==> src/rtl/jt053246_pkg.sv <==
// Shared types for the 053246 draw-request queue: job entry, scheduler states
// and debug read addresses.
package jt053246_pkg;

    typedef struct packed {
        logic [15:0] code;
        logic [9:0]  attr;
        logic        hflip;
        logic        vflip;
        logic [8:0]  hpos;
        logic [3:0]  ysub;
        logic [11:0] hzoom;
        logic        hzkeep;
    } drq_entry_t;

    localparam int unsigned EntryW = $bits(drq_entry_t);

    typedef enum logic [1:0] {
        StIdle = 2'd0,
        StArm  = 2'd1,
        StWait = 2'd2
    } drq_state_e;

    localparam logic [1:0] DbgStatus = 2'd0;
    localparam logic [1:0] DbgDrop   = 2'd1;
    localparam logic [1:0] DbgOvf    = 2'd2;
    localparam logic [1:0] DbgLaunch = 2'd3;

    function automatic logic [7:0] sat_add8(input logic [7:0] a, input logic [7:0] b);
        logic [8:0] sum;
        sum = {1'b0, a} + {1'b0, b};
        return sum[8] ? 8'hff : sum[7:0];
    endfunction

endpackage

==> src/rtl/jt053246_drq_fifo.sv <==
// Circular job buffer with push, pop and a synchronous flush that wins over both.
module jt053246_drq_fifo #(
    parameter int unsigned WIDTH = 54,
    parameter int unsigned DEPTH = 4,
    parameter int unsigned CW    = 3
) (
    input  logic             clk,
    input  logic             rst,
    input  logic             cen,
    input  logic             push,
    input  logic             pop,
    input  logic             flush,
    input  logic [WIDTH-1:0] wdata,
    output logic [WIDTH-1:0] rdata,
    output logic [CW-1:0]    count,
    output logic             full,
    output logic             empty
);

    localparam int unsigned AW = $clog2(DEPTH);

    logic [WIDTH-1:0] mem [DEPTH];
    logic [AW-1:0]    wr_ptr_q, rd_ptr_q;
    logic [CW-1:0]    count_q;
    logic             do_push, do_pop;

    assign full  = (count_q == CW'(DEPTH));
    assign empty = (count_q == '0);
    assign count = count_q;
    assign rdata = mem[rd_ptr_q];

    // A full queue rejects pushes even when a pop frees a slot in the same cycle.
    assign do_push = push & ~full & ~flush;
    assign do_pop  = pop & ~empty & ~flush;

    always_ff @(posedge clk or posedge rst) begin
        if (rst) begin
            wr_ptr_q <= '0;
            rd_ptr_q <= '0;
            count_q  <= '0;
        end else if (cen) begin
            if (flush) begin
                wr_ptr_q <= '0;
                rd_ptr_q <= '0;
                count_q  <= '0;
            end else begin
                if (do_push) wr_ptr_q <= wr_ptr_q + 1'b1;
                if (do_pop)  rd_ptr_q <= rd_ptr_q + 1'b1;
                case ({do_push, do_pop})
                    2'b10:   count_q <= count_q + 1'b1;
                    2'b01:   count_q <= count_q - 1'b1;
                    default: count_q <= count_q;
                endcase
            end
        end
    end

    always_ff @(posedge clk) begin
        if (cen && do_push) mem[wr_ptr_q] <= wdata;
    end

endmodule

==> src/rtl/jt053246_drq.sv <==
// Draw-request queue between the 053246 object scanner and the tile drawer:
// buffers jobs, launches them with a start/busy handshake, flushes at line start.
module jt053246_drq
    import jt053246_pkg::*;
#(
    parameter int unsigned DEPTH = 4,
    parameter int unsigned CW    = 3
) (
    input  logic        clk,
    input  logic        rst,
    input  logic        cen,
    input  logic        hs,
    input  logic        sc_start,
    input  logic [15:0] sc_code,
    input  logic [9:0]  sc_attr,
    input  logic        sc_hflip,
    input  logic        sc_vflip,
    input  logic [8:0]  sc_hpos,
    input  logic [3:0]  sc_ysub,
    input  logic [11:0] sc_hzoom,
    input  logic        sc_hzkeep,
    output logic        sc_busy,
    output logic        dw_start,
    output logic [15:0] dw_code,
    output logic [9:0]  dw_attr,
    output logic        dw_hflip,
    output logic        dw_vflip,
    output logic [8:0]  dw_hpos,
    output logic [3:0]  dw_ysub,
    output logic [11:0] dw_hzoom,
    output logic        dw_hzkeep,
    input  logic        dw_busy,
    output logic        empty,
    input  logic [1:0]  st_addr,
    output logic [7:0]  st_dout
);

    logic        hs_l_q, hs_rise;
    drq_entry_t  wr_entry, rd_entry, dw_q;
    logic [CW-1:0] count;
    logic        full, fifo_empty;
    drq_state_e  state_q, state_d;
    logic        launch;
    logic        dw_start_q;
    logic [7:0]  drop_q, ovf_q, launch_q;

    assign hs_rise = hs & ~hs_l_q;

    always_ff @(posedge clk or posedge rst) begin
        if (rst)      hs_l_q <= 1'b0;
        else if (cen) hs_l_q <= hs;
    end

    assign wr_entry = '{
        code:   sc_code,
        attr:   sc_attr,
        hflip:  sc_hflip,
        vflip:  sc_vflip,
        hpos:   sc_hpos,
        ysub:   sc_ysub,
        hzoom:  sc_hzoom,
        hzkeep: sc_hzkeep
    };

    jt053246_drq_fifo #(
        .WIDTH (EntryW),
        .DEPTH (DEPTH),
        .CW    (CW)
    ) u_fifo (
        .clk   (clk),
        .rst   (rst),
        .cen   (cen),
        .push  (sc_start),
        .pop   (launch),
        .flush (hs_rise),
        .wdata (wr_entry),
        .rdata (rd_entry),
        .count (count),
        .full  (full),
        .empty (fifo_empty)
    );

    assign sc_busy = full;

    always_ff @(posedge clk or posedge rst) begin
        if (rst)      state_q <= StIdle;
        else if (cen) state_q <= state_d;
    end

    // ARM is an unconditional bubble so the drawer has a cycle to raise dw_busy.
    always_comb begin
        state_d = state_q;
        launch  = 1'b0;
        case (state_q)
            StIdle: begin
                if (!fifo_empty && !hs_rise) begin
                    launch  = 1'b1;
                    state_d = StArm;
                end
            end
            StArm:   state_d = StWait;
            StWait:  if (!dw_busy) state_d = StIdle;
            default: state_d = StIdle;
        endcase
    end

    always_ff @(posedge clk or posedge rst) begin
        if (rst) begin
            dw_start_q <= 1'b0;
            dw_q       <= '0;
        end else if (cen) begin
            dw_start_q <= launch;
            if (launch) dw_q <= rd_entry;
        end
    end

    assign dw_start  = dw_start_q;
    assign dw_code   = dw_q.code;
    assign dw_attr   = dw_q.attr;
    assign dw_hflip  = dw_q.hflip;
    assign dw_vflip  = dw_q.vflip;
    assign dw_hpos   = dw_q.hpos;
    assign dw_ysub   = dw_q.ysub;
    assign dw_hzoom  = dw_q.hzoom;
    assign dw_hzkeep = dw_q.hzkeep;

    assign empty = fifo_empty & (state_q == StIdle);

    always_ff @(posedge clk or posedge rst) begin
        if (rst) begin
            drop_q   <= '0;
            ovf_q    <= '0;
            launch_q <= '0;
        end else if (cen) begin
            if (launch)  launch_q <= launch_q + 8'd1;
            if (hs_rise) drop_q   <= sat_add8(drop_q, 8'(count));
            // Pushes landing on a flush are dropped silently, not counted as overflow.
            if (sc_start && full && !hs_rise && ovf_q != 8'hff) ovf_q <= ovf_q + 8'd1;
        end
    end

    always_comb begin
        st_dout = '0;
        case (st_addr)
            DbgStatus: st_dout = {state_q, 1'b0, 5'(count)};
            DbgDrop:   st_dout = drop_q;
            DbgOvf:    st_dout = ovf_q;
            DbgLaunch: st_dout = launch_q;
            default:   st_dout = '0;
        endcase
    end

endmodule

==> config.mk <==
export PLATFORM = sky130hd
export DESIGN_NAME = jt053246_drq
export DESIGN_NICKNAME = d
export VERILOG_FILES = /design/src/rtl/jt053246_pkg.sv /design/src/rtl/jt053246_drq_fifo.sv /design/src/rtl/jt053246_drq.sv
export SDC_FILE = /design/constraint.sdc
export NUM_CORES = 1
export LEC_CHECK = 0
export BUFFER_PORTS_ARGS = -buffer_cell sky130_fd_sc_hd__buf_2
export CAP_MARGIN = 25
export CORE_UTILIZATION = 30
export CTS_CLUSTER_SIZE = 28
export DETAILED_ROUTE_END_ITERATION = 8
export SETUP_SLACK_MARGIN = 0.5
export SLEW_MARGIN = 5
export SYNTH_ARGS = -nofsm -noshare
export SYNTH_HDL_FRONTEND = slang
export SYNTH_SLANG_ARGS = --single-unit
==> constraint.sdc <==
create_clock -name clk -period 4.7 [get_ports clk]
set_input_delay 0.94 -clock clk [delete_from_list [all_inputs] [get_ports clk]]
set_output_delay 0.94 -clock clk [all_outputs]
set_load 0.01 [all_outputs]
==> impl_metrics.ini, run 1 <==
[status]
run_status = finished clean

[setup_path]
r2r_end = u_fifo.mem[1][1]$_DFFE_PP_
end_kind = primary output
path_class = reg -> out
crit_cells = 3
critPathBufInv = 1
crit_slowest_cell = or3_1
reg2reg_depth = 4
start_kind = register
critPathTopFamily = simple AND/OR/NAND/NOR gates
cp_data_arrival_time_ns = 1.92
critPathMaxFanout = 9
reg2reg_slack_ns = 2.27
worstReg2RegStart = u_fifo.count[2]$_DFFE_PP0P_
crit_start = u_fifo.count[1]$_DFFE_PP0P_
slowest_delay_ns = 0.53
required_ns = 3.76
cp_cell_sequence = or3_1 > nor3_1 > buf_2

[die]
fp.dieW_um = 201
die_height_um = 201
fp.coreArea_um2 = 38800
ios = 127
rows = 72
dieArea_um2 = 40400
start_util_pct = 30.6

[grt]
gr-usage-all-layers_pct = 12.5
antenna_found_initial = 2
grt-ovfl-total = 0
grt_start_max_net_pins = 61
grt_pass1_wl_um = 38700
grt_pass1_vias = 6321

[clock_tree]
clk_pin_slew_ns = 0.06
cts_sinks = 305
clock_latency_ns = 0.57
cts_buffers = 30
cts_resized = 0
h-tree-depth = 1
clockRootBuffer = clkbuf_16
cts_tree = yes
cts_buffer_depth = 3
postCtsHoldBufs = 0
postCtsSetupRepairBufs = 0

[placement]
place_hpwl_um = 15200
io_buffer_count = 126
place_congestion = 0.727
pre_cts_slack_ns = 1.80

[sta]
finalCriticalPeriod_ns = 2.86
setup_viol = 0
rsz0062_at_grt = no
hold_viol = 0
clock_skew_ns = 0.0178
worst_slack_ns = 1.84
fmaxAchievable_mhz = 350
setup_tns_ns = 0
finalMaxSlewViolations = 0
max_slew_margin_pct = 39.2
period_share_pct = 60.9
worstMarginPinSlew_ns = 0.912

[synth]
yosysTopAreaCell = edfxtp_1
synth_warnings = 0
yosysUniqueCellTypes = 47
syn_area_per_cell_um2 = 17.0
synth_edf_count = 216
netlist_instances = 699
synth_ff_type = edfxtp_1
syn-num-nets = 772
netlist_top_cells_area = edfxtp_1 (55%), dfrtp_1 (19%), mux4_2 (11%), nand2_1 (5.8%), xnor2_1 (0.96%)
ys_seq_area_share_pct = 73.4
syn_area_um2 = 11900
synth_top_area_share_pct = 54.6
ys_ff_latch = 305
synth-async-reset-ratio_pct = 29.2

[pwr]
power_leakage_nw = 5.43
pwr_density_cell_nw_per_um2 = 568
max-vdd-ir-drop_mv = 0.326

[layout]
multi_input_area_um2 = 2980
fillCellCount = 3650
drive_gt1_share_pct = 30.9
area_growth_pct = 18.9
nNetsFinal = 906
antennaDiodeCount = 0
regArea_um2 = 8720

[detailed_routing]
wirelength_um = 24900
drt_iter0_markers = 360
wl_per_cell_um = 18.1
viasPerCell = 4.52
dr.pass1.iters = 5
ant_nets = 0
drc = 0
vias = 6218

[flow_run]
drv_cap = 0

[hold_path]
holdCritPathClass = in -> async
-- synthesized netlist by cell type (2+ instances only) --
library cell and instances:
a21o_1 4, a21oi_1 2, a22o_1 5, and2_1 6, and3_1 3, buf_1 4, buf_2 9, buf_4 6
buf_6 2, clkbuf_1 9, dfrtp_1 89, edfxtp_1 216, fa_1 2, ha_1 9, inv_1 9, mux2_2 8
mux4_2 58, nand2_1 182, nand2b_1 2, nand3_1 7, nand4_1 8, nand4_2 2, nor2_1 4, nor2b_1 4
nor3_1 4, o211ai_1 2, o21ai_0 7, or3_1 2, xnor2_1 13, xor2_1 4
-- layout by cell type (no fill, tap or decap), drive strengths merged, types with 5 or more instances in the layout --
master,instances
edfxtp,216
nand2,182
buf,132
dfrtp,89
mux4,59
clkbuf,40
xnor2,13
inv,10
nand4,10
clkinv,10
ha,9
mux2,8
nand3,7
o21ai,7
nor2,6
and2,6
a22o,5
xor2,5
-- area by class of cell --
type	count	area share, %
Multi-Input combinational cell	355	21.1
Inverter	9	0.257
Clock inverter	16	1.36
Sequential cell	305	61.8
Timing Repair Buffer	132	4.93
Tap cell	518	4.59
Clock buffer	40	5.94
-- layer usage --
metal  share of wire, %  routed length [um]  vias up  global-route usage (%)
met5               0.11                  27        -                       0
met4                2.0                 497        4                    3.00
met3                5.2                1290       35                    2.40
met2                 48               12000      146                    20.6
met1                 45               11100     3151                    17.2
li1                   -                   -     2882                       -
-- kinds of logic after synthesis --
logic type / count (synthesis) / synth area share [%]
multiplexers: 67 / 12.0
flip-flops: 305 / 73.4
buffers and inverters: 39 / 1.64
AO/OA/AOI/OAI: 27 / 1.78
adder cells (fa/ha/maj): 11 / 1.29
XOR/XNOR: 18 / 1.39
AND/OR/NAND/NOR: 232 / 8.54
-- worst reg2reg max path: stages, from the launching register on --
cell and delay, ns:
dfrtp_1 0.46, nor3b_4 0.20, and2b_2 0.26, and3_1 0.32, and2_4 0.75
-- state kept, by name, indices dropped and copies added (netlist names), 8 cells and up --
name	flops
u_fifo.mem	216
dw_attr	10
dw_code	16
dw_hpos	9
launch_q	8
dw_hzoom	12
ovf_q	8
drop_q	8
-- where the power goes --
group	total [W]	internal, W	switching, W	leakage, nW
combinational	0.00175	0.000851	0.000901	1.85
sequential	0.00382	0.00335	0.000470	3.07
clock	0.00245	0.00143	0.00102	0.503
total	0.00802	0.00563	0.00240	5.43
-- how the worst max path moves through the flow --
stage | end
finish | empty
global route | empty
CTS | empty
detailed placement | u_fifo.mem[1][9]$_DFFE_PP_
global placement | u_fifo.mem[1][11]$_DFFE_PP_
floorplan | drop_q[0]$_DFFE_PP0P_
-- per-stage QoR --
stage	util [%]	total power [W]	cells	hold slack, ns	instance area [um2]
3_3_place_gp	33.6	0.00566	1318	0.454	13100
5_1_grt	36.4	0.00847	1375	0.306	14100
3_5_place_dp	33.7	0.00569	1319	0.459	13100
4_1_cts	36.4	0.00817	1375	0.292	14100
2_1_floorplan	-	0.00498	699	0.441	11900
6_report	36.4	0.00802	1375	0.307	14100
(Power assumes the default switching activity.)
==> run 2, diff against run 1 <==
==> constraint.sdc (replaced) <==
create_clock -name clk -period 2.5 [get_ports clk]
set_input_delay 0.5 -clock clk [delete_from_list [all_inputs] [get_ports clk]]
set_output_delay 0.5 -clock clk [all_outputs]
set_load 0.01 [all_outputs]
==> run 2 against run 1 <==
  * Clock power up 98%
  * Via count up 7.5%
  * Sequential share of layout area down 5.8 points
  * Critical endpoint is now st_dout[1]
  * Largest cell class unchanged
==> impl_metrics.ini, run 2 (synthesis gave the netlist of run 1 again) <==
[die]
start_util_pct = 30.6
ios = 127
dieArea_um2 = 40400
fp.dieW_um = 201
fp.coreArea_um2 = 38800
die_height_um = 201
rows = 72

[sta]
setup_tns_ns = 0
hold_viol = 0
period_share_pct = 88.4
clock_skew_ns = 0.0242
worstMarginPinSlew_ns = 0.521
fmaxAchievable_mhz = 452
rsz0062_at_grt = yes
finalMaxSlewViolations = 0
setup_viol = 0
max_slew_margin_pct = 65.2
finalCriticalPeriod_ns = 2.21

[layout]
drive_gt1_share_pct = 39.1
area_growth_pct = 31.3
utilization_pct = 40.2
final_cell_mix = edfxtp_1 (216), nand2_1 (181), buf_2 (122)
multi_input_area_um2 = 3080
finalNonFillerCells = 1463
fillCellCount = 3522
registers.top_by_ff_count = u_fifo.mem
final_common_cell = edfxtp_1
nNetsFinal = 989
largest_reg_flops = 216
regArea_um2 = 8730

[setup_path]
path_class = reg -> out
cp_data_arrival_time_ns = 1.71
required_ns = 2.00
worstReg2RegStart = u_fifo.count[1]$_DFFE_PP0P_
crit_start = u_fifo.count[1]$_DFFE_PP0P_
start_kind = register
end_kind = primary output
critPathMaxFanout = 5
reg2reg_depth = 8

[grt]
grtUsageMet1_pct = 18.0
grt_pass1_vias = 6811
grt-ovfl-total = 0
antenna_found_initial = 8
grt_start_max_net_pins = 56
grt_util_met2_pct = 20.8
grt_use_met3_pct = 3.75
grt-busiest-layer = met2
grt_pass1_wl_um = 40800
gr-usage-all-layers_pct = 13.5

[clock_tree]
cts_buffer_depth = 3
clk_pin_slew_ns = 0.06
clock_latency_ns = 0.54
cts_sinks = 305
cts_buffers = 34
cts_tree = yes
clockRootBuffer = clkbuf_16
h-tree-depth = 2

[flow_run]
drv_cap = 0

[status]
run_status = finished clean

[pwr]
swShare_pct = 29.9
power.switching_w = 0.00489
clkPwrFrac_pct = 29.6
power_leakage_nw = 6.07
comb_power_share_pct = 27.9
seq_power_share_pct = 42.5
pwr_density_cell_nw_per_um2 = 1050
max-vdd-ir-drop_mv = 0.520
intPower_w = 0.0114

[placement]
placed_cells = 1336
io_buffer_count = 126
place_congestion = 0.806
place_hpwl_um = 16100

[detailed_routing]
ant_nets = 0
wirelength_um = 28300
vias = 6685
dr.pass1.iters = 5
drc = 0
wl_per_cell_um = 19.4
drt_iter0_markers = 337
viasPerCell = 4.57

[hold_path]
hold_depth = 1
holdCritPathClass = in -> reg
hold_start = sc_code[2]
## run 2: changes by cell type in the layout (fill, tap and decap cells not counted), sizes merged
cell,change
buf,+60
clkbuf,+25
clkinv,+1
diode,+3
dlygate4sd3,+1
bufinv,-1
clkinvlp,-1
## run 2: final timing paths
| check | end | slack (ns) |
|---|---|---|
| min reg2reg | dw_hzoom[6]$_DFFE_PP0P_ | 0.47 |
| max | st_dout[1] | 0.29 |
| min | u_fifo.mem[0][40]$_DFFE_PP_ | 0.18 |
| min in group asynchronous | dw_code[15]$_DFFE_PP0P_ | 0.52 |
| max in group asynchronous | dw_hzoom[11]$_DFFE_PP0P_ | 1.28 |
| max reg2reg | u_fifo.count[2]$_DFFE_PP0P_ | 0.32 |
## run 2: timing repair
| action | in CTS | in global routing |
|---|---|---|
| hold endpoints to repair | 15 | 0 |
| pin swaps | 7 | 13 |
| gates cloned | 3 | 25 |
| hold buffers | 1 | 0 |
| resized for setup | 29 | 32 |
| setup endpoints to repair | 181 | 250 |
| buffers inserted | 19 | 14 |
## run 2: routing by layer
layer | wire, um | part of all wire [%]
met5 | 80 | 0.28
met4 | 660 | 2.3
met3 | 1630 | 5.8
met2 | 13300 | 47
met1 | 12600 | 45
## run 2: power by group through the flow
stage	logic [W]	clock network [W]	registers (W)
after floorplan	0.00236	0	0.00700
after global placement	0.00378	0	0.00709
after detailed placement	0.00380	0	0.00711
after CTS	0.00420	0.00498	0.00695
after global routing	0.00500	0.00516	0.00706
final	0.00456	0.00484	0.00694
## run 2: layout make-up
cell class,count,share of cell area [%]
clock buffers,47,5.96
repair buffers,211,12.9
multi-input cells,355,19.8
flip-flops and latches,305,56.0
diodes,3,0.0481
well taps,518,4.16
inverters,9,0.241
clock inverters,15,0.931
## run 2: metrics by stage
stage	worst slack, ns	total power, W	instance area [um2]	hold WS, ns
4_1_cts	0.256	0.0161	14800	0.142
3_3_place_gp	0.274	0.0109	13300	0.454
5_1_grt	0.192	0.0172	15600	0.155
2_1_floorplan	0.299	0.00936	11900	0.441
3_5_place_dp	0.262	0.0109	13300	0.458
6_report	0.290	0.0163	15600	0.178
## run 2: worst max-delay path, cell delays in order, from the launching register on
cell and delay (ns):
dfrtp_2 0.42, buf_6 0.14, mux4_2 0.47, buf_6 0.14
==> run 3, diff against run 2 <==
--- a/config.mk
+++ b/config.mk
@@ -7,9 +7,13 @@
 export LEC_CHECK = 0
 export BUFFER_PORTS_ARGS = -buffer_cell sky130_fd_sc_hd__buf_2
 export CAP_MARGIN = 25
+export CELL_PAD_IN_SITES_DETAIL_PLACEMENT = 1
+export CELL_PAD_IN_SITES_GLOBAL_PLACEMENT = 2
+export CORE_ASPECT_RATIO = 0.8
 export CORE_UTILIZATION = 30
 export CTS_CLUSTER_SIZE = 28
 export DETAILED_ROUTE_END_ITERATION = 8
+export PLACE_DENSITY_LB_ADDON = 0.1
 export SETUP_SLACK_MARGIN = 0.5
 export SLEW_MARGIN = 5
 export SYNTH_ARGS = -nofsm -noshare
==> run 3 against run 2 <==
  * Clock-buffer cell count is 6 higher
  * Critical endpoint unchanged
  * Sequential share of layout area is 0.24 points lower
  * Non-clock buffer count stayed put
  * Combinational power is 9.4% higher
  * Critical path type unchanged
  * Power is 4.0% higher
  * Clock skew is 0.0060 ns lower
  * Via count is 0.81% higher
  * Fmax is 0.46% higher
  * Global-route usage is 1.7 points higher
  * First-iteration DRC count is 5.3% lower
  * Critical path depth stayed put
==> impl_metrics.ini, run 3 (synthesis gave the netlist of run 1 again) <==
[setup_path]
end_kind = primary output
cp_data_arrival_time_ns = 1.70
path_class = reg -> out
r2r_end = u_fifo.count[2]$_DFFE_PP0P_
worstReg2RegStart = state_q[1]$_DFFE_PP0P_
reg2reg_slack_ns = 0.31
critPathMaxFanout = 8
reg2reg_depth = 9
start_kind = register
required_ns = 2.00

[detailed_routing]
vias = 6739
viasPerCell = 4.57
dr.pass1.iters = 5
ant_nets = 0
drc = 0
drt_iter0_markers = 319
wirelength_um = 31600
wl_per_cell_um = 21.4

[sta]
worst_slack_ns = 0.300
finalMaxSlewViolations = 0
clock_skew_ns = 0.0182
worstMarginPinSlew_ns = 0.608
fmaxAchievable_mhz = 455
period_share_pct = 88.0
setup_tns_ns = 0
finalCriticalPeriod_ns = 2.20
max_slew_margin_pct = 59.4
rsz0062_at_grt = yes
hold_viol = 0
setup_viol = 0

[placement]
pre_cts_slack_ns = 0.270
io_buffer_count = 126
place_congestion = 0.726
place_hpwl_um = 18500

[grt]
grt_pass1_wl_um = 46300
grt_start_max_net_pins = 47
gr-usage-all-layers_pct = 15.2
grt-ovfl-total = 0
antenna_found_initial = 5
grt_pass1_vias = 7466

[layout]
registers.top_by_ff_count = u_fifo.mem
fillCellCount = 3898
largest_reg_flops = 216
nNetsFinal = 992
final_cell_mix = edfxtp_1 (216), nand2_1 (180), buf_2 (122)
regArea_um2 = 8730
drive_gt1_share_pct = 39.6
area_growth_pct = 31.8
final_common_cell = edfxtp_1
multi_input_area_um2 = 3130

[clock_tree]
cts_sinks = 305
postCtsHoldBufs = 0
cts_buffers = 35
clock_latency_ns = 0.52
h-tree-depth = 2
clk_pin_slew_ns = 0.05
clockRootBuffer = clkbuf_16
cts_tree = yes
cts_buffer_depth = 3

[die]
rows = 64
ios = 127
fp.coreArea_um2 = 38600
dieArea_um2 = 40400
fp.dieW_um = 224
die_height_um = 180
start_util_pct = 30.8

[status]
run_status = finished clean

[pwr]
total_power_w = 0.0170
pwr_density_cell_nw_per_um2 = 1080
max-vdd-ir-drop_mv = 0.362
power_leakage_nw = 6.11

[hold_path]
holdCritPathClass = in -> async

[flow_run]
drv_cap = 0
## run 3: cell types whose count changed in the layout (fill, tap and decap cells not counted), sizes merged, moves of 2 or more
cell    delta
clkbuf     +2
buf        +5
clkinv     -5
and2       +2
## run 3: final cells by class
class	instances	area share [%]
repair buffers	211	12.3
multi-input cells	357	20.0
inverters	9	0.240
clock buffers	53	6.55
clock inverters	10	0.887
diodes	2	0.0320
flip-flops and latches	305	55.7
well taps	528	4.22
## run 3: per-layer routing
| metal | global-route usage [%] | vias to the layer above | routed length [um] |
|---|---|---|---|
| li1 | - | 3055 | - |
| met1 | 20.2 | 3521 | 14100 |
| met2 | 24.9 | 122 | 15500 |
| met3 | 3.32 | 37 | 1360 |
| met4 | 4.49 | 4 | 576 |
| met5 | 0 | - | 32 |
## run 3: stage by stage
| stage | hold WS (ns) | cells | utilization [%] | cell area, um2 |
|---|---|---|---|---|
| 6_report | 0.0585 | 1475 | 40.6 | 15700 |
| 3_5_place_dp | 0.459 | 1351 | 34.9 | 13500 |
| 3_3_place_gp | 0.453 | 1351 | 34.9 | 13500 |
| 4_1_cts | 0.0564 | 1441 | 38.9 | 15000 |
| 2_1_floorplan | 0.441 | 699 | - | 11900 |
| 5_1_grt | 0.0810 | 1473 | 40.5 | 15700 |
## run 3: worst max path at each step
stage	startpoint	to	slack (ns)	depth (start not counted)
after global placement	u_fifo.count[2]$_DFFE_PP0P_	u_fifo.count[2]$_DFFE_PP0P_	0.31	7
after floorplan	u_fifo.count[2]$_DFFE_PP0P_	u_fifo.mem[0][0]$_DFFE_PP_	0.30	4
after CTS	u_fifo.count[1]$_DFFE_PP0P_	st_dout[1]	0.28	3
after detailed placement	u_fifo.count[2]$_DFFE_PP0P_	u_fifo.count[2]$_DFFE_PP0P_	0.27	7
final	u_fifo.count[1]$_DFFE_PP0P_	st_dout[1]	0.30	3
after global routing	u_fifo.count[1]$_DFFE_PP0P_	empty	0.22	4
## run 3: power breakdown
group	leakage, nW	switching, W	internal, W
logic	2.47	0.00253	0.00246
registers	3.06	0.000518	0.00630
clock network	0.572	0.00202	0.00316
total	6.11	0.00507	0.0119
## run 3: what timing repair did
| action | CTS | global route |
|---|---|---|
| resized for setup | 32 | 31 |
| setup endpoints to repair | 186 | 198 |
| buffers inserted | 26 | 11 |
| gates cloned | 1 | 21 |
| pin swaps | 11 | 12 |
## run 3: critical path, cell delays in order (launching register included)
cell and delay [ns]:
dfrtp_2 0.40, buf_4 0.18, mux4_2 0.46, buf_2 0.16
